`src/rtl/led_pattern_pkg.sv`:
```
// Shared mode and direction encodings for the LED pattern sequencer.
package led_pattern_pkg;

    typedef enum logic [1:0] {
        MODE_CHASE  = 2'd0,
        MODE_BOUNCE = 2'd1,
        MODE_BLINK  = 2'd2,
        MODE_FILL   = 2'd3
    } mode_e;

    localparam logic DIR_LEFT  = 1'b0;
    localparam logic DIR_RIGHT = 1'b1;

    // Prescaler width: clog2 of the divider, never narrower than one bit.
    function automatic int unsigned cnt_width(int unsigned div);
        return (div > 1) ? $clog2(div) : 1;
    endfunction

endpackage

```
`src/rtl/led_pattern_fsm_if.sv`:
```
// Host-side control and LED drive bundle for led_pattern_fsm.
interface led_pattern_fsm_if #(
    parameter int unsigned NUM_LEDS = 4
);
    logic [1:0]          mode;
    logic                enable;
    logic [NUM_LEDS-1:0] leds;
    logic                step;

    modport master (output mode, output enable, input leds, input step);
    modport slave (input mode, input enable, output leds, output step);
endinterface

```
`src/rtl/led_tick_gen.sv`:
```
// Step-rate prescaler: pulses tick every TICK_DIV enabled cycles; clear restarts the count.
module led_tick_gen
    import led_pattern_pkg::*;
#(
    parameter int unsigned TICK_DIV = 4
) (
    input  logic clk,
    input  logic reset_n,
    input  logic enable,
    input  logic clear,
    output logic tick
);
    localparam int unsigned CntW = cnt_width(TICK_DIV);
    localparam logic [CntW-1:0] CntMax = CntW'(TICK_DIV - 1);

    logic [CntW-1:0] cnt_q;

    assign tick = enable && (cnt_q == CntMax);

    always_ff @(posedge clk) begin
        if (!reset_n) begin
            cnt_q <= '0;
        end else if (clear) begin
            cnt_q <= '0;
        end else if (enable) begin
            cnt_q <= tick ? '0 : cnt_q + CntW'(1);
        end
    end
endmodule

```
`src/rtl/led_pattern_fsm.sv`:
```
// LED pattern sequencer: chase, bounce, blink and fill patterns stepped by a prescaled tick.
module led_pattern_fsm
    import led_pattern_pkg::*;
#(
    parameter int unsigned NUM_LEDS = 4,
    parameter int unsigned TICK_DIV = 4
) (
    input logic              clk,
    input logic              reset_n,
    led_pattern_fsm_if.slave bus
);
    mode_e               active_mode_q, active_mode_d;
    logic                dir_q, dir_d;
    logic [NUM_LEDS-1:0] leds_q, leds_d;
    logic                step_q, step_d;
    mode_e               mode_in;
    logic                mode_change;
    logic                tick;

    assign mode_in     = mode_e'(bus.mode);
    assign mode_change = (mode_in != active_mode_q);

    function automatic logic [NUM_LEDS-1:0] init_leds(mode_e m);
        return (m == MODE_BLINK) ? '1 : NUM_LEDS'(1);
    endfunction

    led_tick_gen #(
        .TICK_DIV(TICK_DIV)
    ) u_tick_gen (
        .clk    (clk),
        .reset_n(reset_n),
        .enable (bus.enable),
        .clear  (mode_change),
        .tick   (tick)
    );

    always_comb begin
        active_mode_d = active_mode_q;
        dir_d         = dir_q;
        leds_d        = leds_q;
        step_d        = 1'b0;
        // A mode change wins over a coincident tick and is never shown as a step.
        if (mode_change) begin
            active_mode_d = mode_in;
            dir_d         = DIR_LEFT;
            leds_d        = init_leds(mode_in);
        end else if (tick) begin
            step_d = 1'b1;
            unique case (active_mode_q)
                MODE_CHASE: leds_d = {leds_q[NUM_LEDS-2:0], leds_q[NUM_LEDS-1]};
                MODE_BOUNCE: begin
                    // Turn around on the step that reaches an end: single dwell at each end.
                    if (dir_q == DIR_LEFT) begin
                        leds_d = leds_q << 1;
                        if (leds_d[NUM_LEDS-1]) dir_d = DIR_RIGHT;
                    end else begin
                        leds_d = leds_q >> 1;
                        if (leds_d[0]) dir_d = DIR_LEFT;
                    end
                end
                MODE_BLINK: leds_d = ~leds_q;
                MODE_FILL:  leds_d = (&leds_q) ? '0 : {leds_q[NUM_LEDS-2:0], 1'b1};
            endcase
        end
    end

    always_ff @(posedge clk) begin
        if (!reset_n) begin
            active_mode_q <= MODE_CHASE;
            dir_q         <= DIR_LEFT;
            leds_q        <= NUM_LEDS'(1);
            step_q        <= 1'b0;
        end else begin
            active_mode_q <= active_mode_d;
            dir_q         <= dir_d;
            leds_q        <= leds_d;
            step_q        <= step_d;
        end
    end

    assign bus.leds = leds_q;
    assign bus.step = step_q;
endmodule

```
`src/flat_wrapper.sv`:
```
// flat-port wrapper written by rule: the top's interface ports become plain ports
module led_pattern_fsm_flat import led_pattern_pkg::*;
#(
    parameter int unsigned NUM_LEDS = 4,
    parameter int unsigned TICK_DIV = 4
)
  (clk, reset_n, bus_mode, bus_enable, bus_leds, bus_step);
  led_pattern_fsm_if #(.NUM_LEDS(NUM_LEDS)) bus_i ();
  input logic clk;
  input logic reset_n;
  input wire logic [$bits(bus_i.mode)-1:0] bus_mode;
  input wire logic [$bits(bus_i.enable)-1:0] bus_enable;
  output wire logic [$bits(bus_i.leds)-1:0] bus_leds;
  output wire logic [$bits(bus_i.step)-1:0] bus_step;
  assign bus_i.mode = bus_mode;
  assign bus_i.enable = bus_enable;
  assign bus_leds = bus_i.leds;
  assign bus_step = bus_i.step;
  led_pattern_fsm #(.NUM_LEDS(NUM_LEDS), .TICK_DIV(TICK_DIV)) u_core (.clk(clk), .reset_n(reset_n), .bus(bus_i));
endmodule
```
`config.mk`:
```
export PLATFORM = sky130hd
export DESIGN_NAME = led_pattern_fsm_flat
export DESIGN_NICKNAME = d
export VERILOG_FILES = /design/src/rtl/led_pattern_pkg.sv /design/src/rtl/led_pattern_fsm_if.sv /design/src/rtl/led_tick_gen.sv /design/src/rtl/led_pattern_fsm.sv /design/src/flat_wrapper.sv
export SDC_FILE = /design/constraint.sdc
export NUM_CORES = 1
export LEC_CHECK = 0
export CAP_MARGIN = 10
export CELL_PAD_IN_SITES_DETAIL_PLACEMENT = 0
export CELL_PAD_IN_SITES_GLOBAL_PLACEMENT = 1
export CORE_MARGIN = 1.5
export CORE_UTILIZATION = 37
export CTS_CLUSTER_DIAMETER = 60
export DETAILED_ROUTE_END_ITERATION = 8
export HOLD_SLACK_MARGIN = 0.02
export PLACE_DENSITY_LB_ADDON = 0.1
export SETUP_SLACK_MARGIN = 0.15
export SKIP_LAST_GASP = 1
export SLEW_MARGIN = 0
export SYNTH_ARGS = -nofsm -noshare
export SYNTH_HDL_FRONTEND = slang
export SYNTH_SLANG_ARGS = --single-unit
```
`constraint.sdc`:
```
create_clock -name clk -period 1.9 [get_ports clk]
set_input_delay 0.285 -clock clk [delete_from_list [all_inputs] [get_ports clk]]
set_output_delay 0.285 -clock clk [all_outputs]
set_load 0.005 [all_outputs]
```
==> impl_results.md <==
* Status: finished clean
* Post-Syn Nets at 83
* CP max stage cell: clkdlybuf4s50_1
* CTS Buf Count at 3
* Area delta synth->final at 26.0%
* Hold wc startpoint: u_core.u_tick_gen.cnt_q[1]$_SDFFE_PP0P_
* Starting Density at 40.6%
* Critical Path Sink: bus_leds[1]
* Synth Area in Simple Gates at 30.0%
* Xor/xnor share of the synthesized area at 5.20%
* Hold Slack at 0.506 ns
* Crit end category: output port
* CP Launch Point: u_core.bus.leds[1]$_SDFFE_PN0P_
* WP data required at roughly 1.6 ns
* Yosys warns at 0
* Global route overflow at 0
* Top cells by area, synth: dfxtp_1, a21oi_1, nand2_1
* Main combinational cell family by area after synthesis: simple AND/OR/NAND/NOR gates
* Slowest stage delay, CP at 0.57 ns
* Worst Reg-to-Reg Cells at 5
* CP delay by family, top: buffers and inverters
* Fin crit share at a little under 90%
* Clock transition at path regs at 0.07 ns
* Cell count after synthesis at a little under 80
* #FFs+latches synth at 10
* Worst Hold Class: flop to flop
* Setup slack after placement at -0.0112 ns
* Mux share of post-synthesis cell area at 1.60%
* Layout Utilization at 51.1%
* Layout cell share with drive strength beyond 1 at 18.7%
* P_int at slightly below 0.4 mW
* Rel. slew slack at 75.9%
* M1 wire length at about 660 um
* Endpoints failing hold at 0
* Crit path time final at 1.66 ns
* Post-DR vias/cell at around 5.4
* All-Layer GR Usage at 16.8%
* Vert. Die Dim at 44.1 um
* DR DRC count at 0
* Core Area at between 1500 and 2000 um^2
* Routed WL per cell at 12.3 um
* Largest net degree at the start of global routing at 13
* Power Density at just under 700 nW/um^2
* Top cell type's share of synthesized area at ~32%
* CTS Buffer Depth at 2
* Cell Area, Synth at 626 um^2
* Hold_buf cts at 0
* Synth cell count leaders: dfxtp_1, nand2_1, nor2_1
* Final clock skew at 0.00301 ns
* Combinational Power Share at between 10% and 20%
* Nets at 98
* Adder-Cell Fraction of Synth Area at approximately 2%
* Worst path depth at 1
* RR Startpoint: u_core.u_tick_gen.cnt_q[0]$_SDFFE_PP0P_
* Static leakage at 0.317 nW
* Antenna violations before repair at 0
* Max Cap Violations at 0
* H-tree depth at 1
* Fill cells at between 150 and 200
* Slack of the critical path at 0.237 ns
* Worst vdd ir at 0.000418 V
* Drt first pass iters at 4
* Clk_lat worst skew at between 0.2 and 0.3 ns
* Data arrival time of the critical path at 1.38 ns
* Synth Flop Type: dfxtp_1
* Postcts setup bufs at 0
* Vias in the first global route at 524
* EDFF count, synth at 0
* DRT antenna net count at 0
* Metal2 WL at about 600 um
* IO Pins at 10
* Worst slew pin tran at 0.361 ns
* Ys async rst share at 0%
* Mean cell area of the mapped netlist at 8.12 um^2
* Root buffer cell: clkbuf_4
* Worst-path cell chain: clkdlybuf4s50_1
* CTS sink cnt at 10
* Drt total wl at between 1 and 1.5 mm
* Reg2reg end: u_core.bus.leds[1]$_SDFFE_PN0P_
* Worst Path Max Fanout at 10
* Post-cts resize count at 0
* Routability Congestion at 0.764
* Via count at 582
* Iteration-0 DRC Markers at 9
* P_sw at about 0.15 mW
* Die area at 1950 um^2
* Synth unique cells at 33
* Post-DP HPWL at 971 um
* Compound-Gate Fraction of Synth Area at 25.2%
* Max Clk Rate at 0.601 GHz
* Setup violators final at 0
* TritonCTS clock tree: yes
* Sw Share at 27.1%
* First-pass GRT wire length at between 2 and 2.5 mm
* Crit Path Class: flop to output port
* Routed wl met3 at 62 um
* Final Max Tran Viols at 0
* Unrepaired setup endpoints after global routing: false
* # diodes at 0
* Row count at 14
* Register area share after synthesis at 32.0%
* Clock network fraction of total power at 36.1%
* Part of the power in registers at 45.3%
* Buf/Inv on CP at 1
* Critical Path Start Type: flop
* PortBufs at 9
* Highest routed layer: met4
* Reg-to-reg setup timing slack at 0.31 ns
* Die span in x at 44.1 um
* Area leader, netlist: dfxtp_1
* Top-count cell post-synth: dfxtp_1
-- per-stage QoR --
step	TNS [ns]	cell area [um^2]	power, mW	cells
2_1_floorplan	0	626	0.303	77
6_report	0	788	0.538	107
5_1_grt	0	788	0.573	107
3_5_place_dp	-0.0112	752	0.348	103
3_3_place_gp	-0.00528	752	0.349	103
4_1_cts	0	788	0.545	107
-- metal layers --
layer  global-route usage (%)  up-vias
met5                        0        -
met1                     20.1      263
met4                     5.45        0
met3                     7.76        2
met2                     26.8        9
li1                         -      308
-- worst min-delay path by stage --
stage               slack [ns]  depth (start not counted)                                 endpoint
floorplan                 0.41                          1     u_core.active_mode_q[0]$_SDFFE_PN0P_
detailed placement        0.50                          2  u_core.u_tick_gen.cnt_q[1]$_SDFFE_PP0P_
finish                    0.51                          2  u_core.u_tick_gen.cnt_q[1]$_SDFFE_PP0P_
global route              0.55                          2  u_core.u_tick_gen.cnt_q[0]$_SDFFE_PP0P_
global placement          0.49                          2  u_core.u_tick_gen.cnt_q[1]$_SDFFE_PP0P_
CTS                       0.51                          2  u_core.u_tick_gen.cnt_q[1]$_SDFFE_PP0P_
-- worst min-delay path, stage by stage, from the launching register on --
cell and delay, ns:
dfxtp_1 0.33, mux2i_1 0.06, nor2_1 0.08
-- flip-flops by register name, indices dropped and copies added (netlist names) --
name                     flops
u_core.bus.leds              4
u_core.dir_q                 1
u_core.u_tick_gen.cnt_q      2
u_core.active_mode_q         2
u_core.bus.step              1
-- cells in the final DEF (no fill, tap or decap), types with 2 or more instances in the layout --
cell type / synthesis / layout
nand3b_1: 2 / 2
o31ai_1: 2 / 2
a21oi_1: 8 / 8
nor2_1: 9 / 9
inv_1: 3 / 3
a211oi_1: 2 / 2
clkbuf_4: 0 / 3
buf_4: 0 / 4
clkdlybuf4s50_1: 0 / 9
a21boi_1: 2 / 2
nand3_1: 2 / 2
dfxtp_1: 10 / 10
o22ai_1: 2 / 2
nand2_1: 9 / 9
and2_1: 2 / 2
a21oi_2: 2 / 2
xnor2_2: 2 / 2
-- power groups by stage --
stage	Clock (mW)	Sequential [mW]	Combinational, mW
2_1_floorplan	0	0.238	0.0651
3_3_place_gp	0	0.249	0.100
3_5_place_dp	0	0.248	0.0999
4_1_cts	0.202	0.243	0.100
5_1_grt	0.214	0.246	0.113
6_report	0.194	0.243	0.100
-- cell type report --
| cell class | instances | area (um^2) | share of cell area [%] |
|---|---|---|---|
| clock buffers | 4 | 36.3 | 4.60 |
| inverters | 3 | 11.3 | 1.43 |
| flip-flops and latches | 10 | 200 | 25.4 |
| multi-input cells | 61 | 400 | 50.8 |
| well taps | 16 | 20.0 | 2.54 |
| repair buffers | 13 | 120 | 15.2 |
-- cells by family (layout without fill, tap and decap cells) --
family | count (synthesis) | after routing
buf+inv | 6 | 20
compound gates | 23 | 23
fa+ha+maj | 1 | 1
mux | 1 | 1
flops | 10 | 10
xor+xnor | 2 | 2
simple gates | 34 | 34
Note: power is estimated with default switching activity, not from simulation.
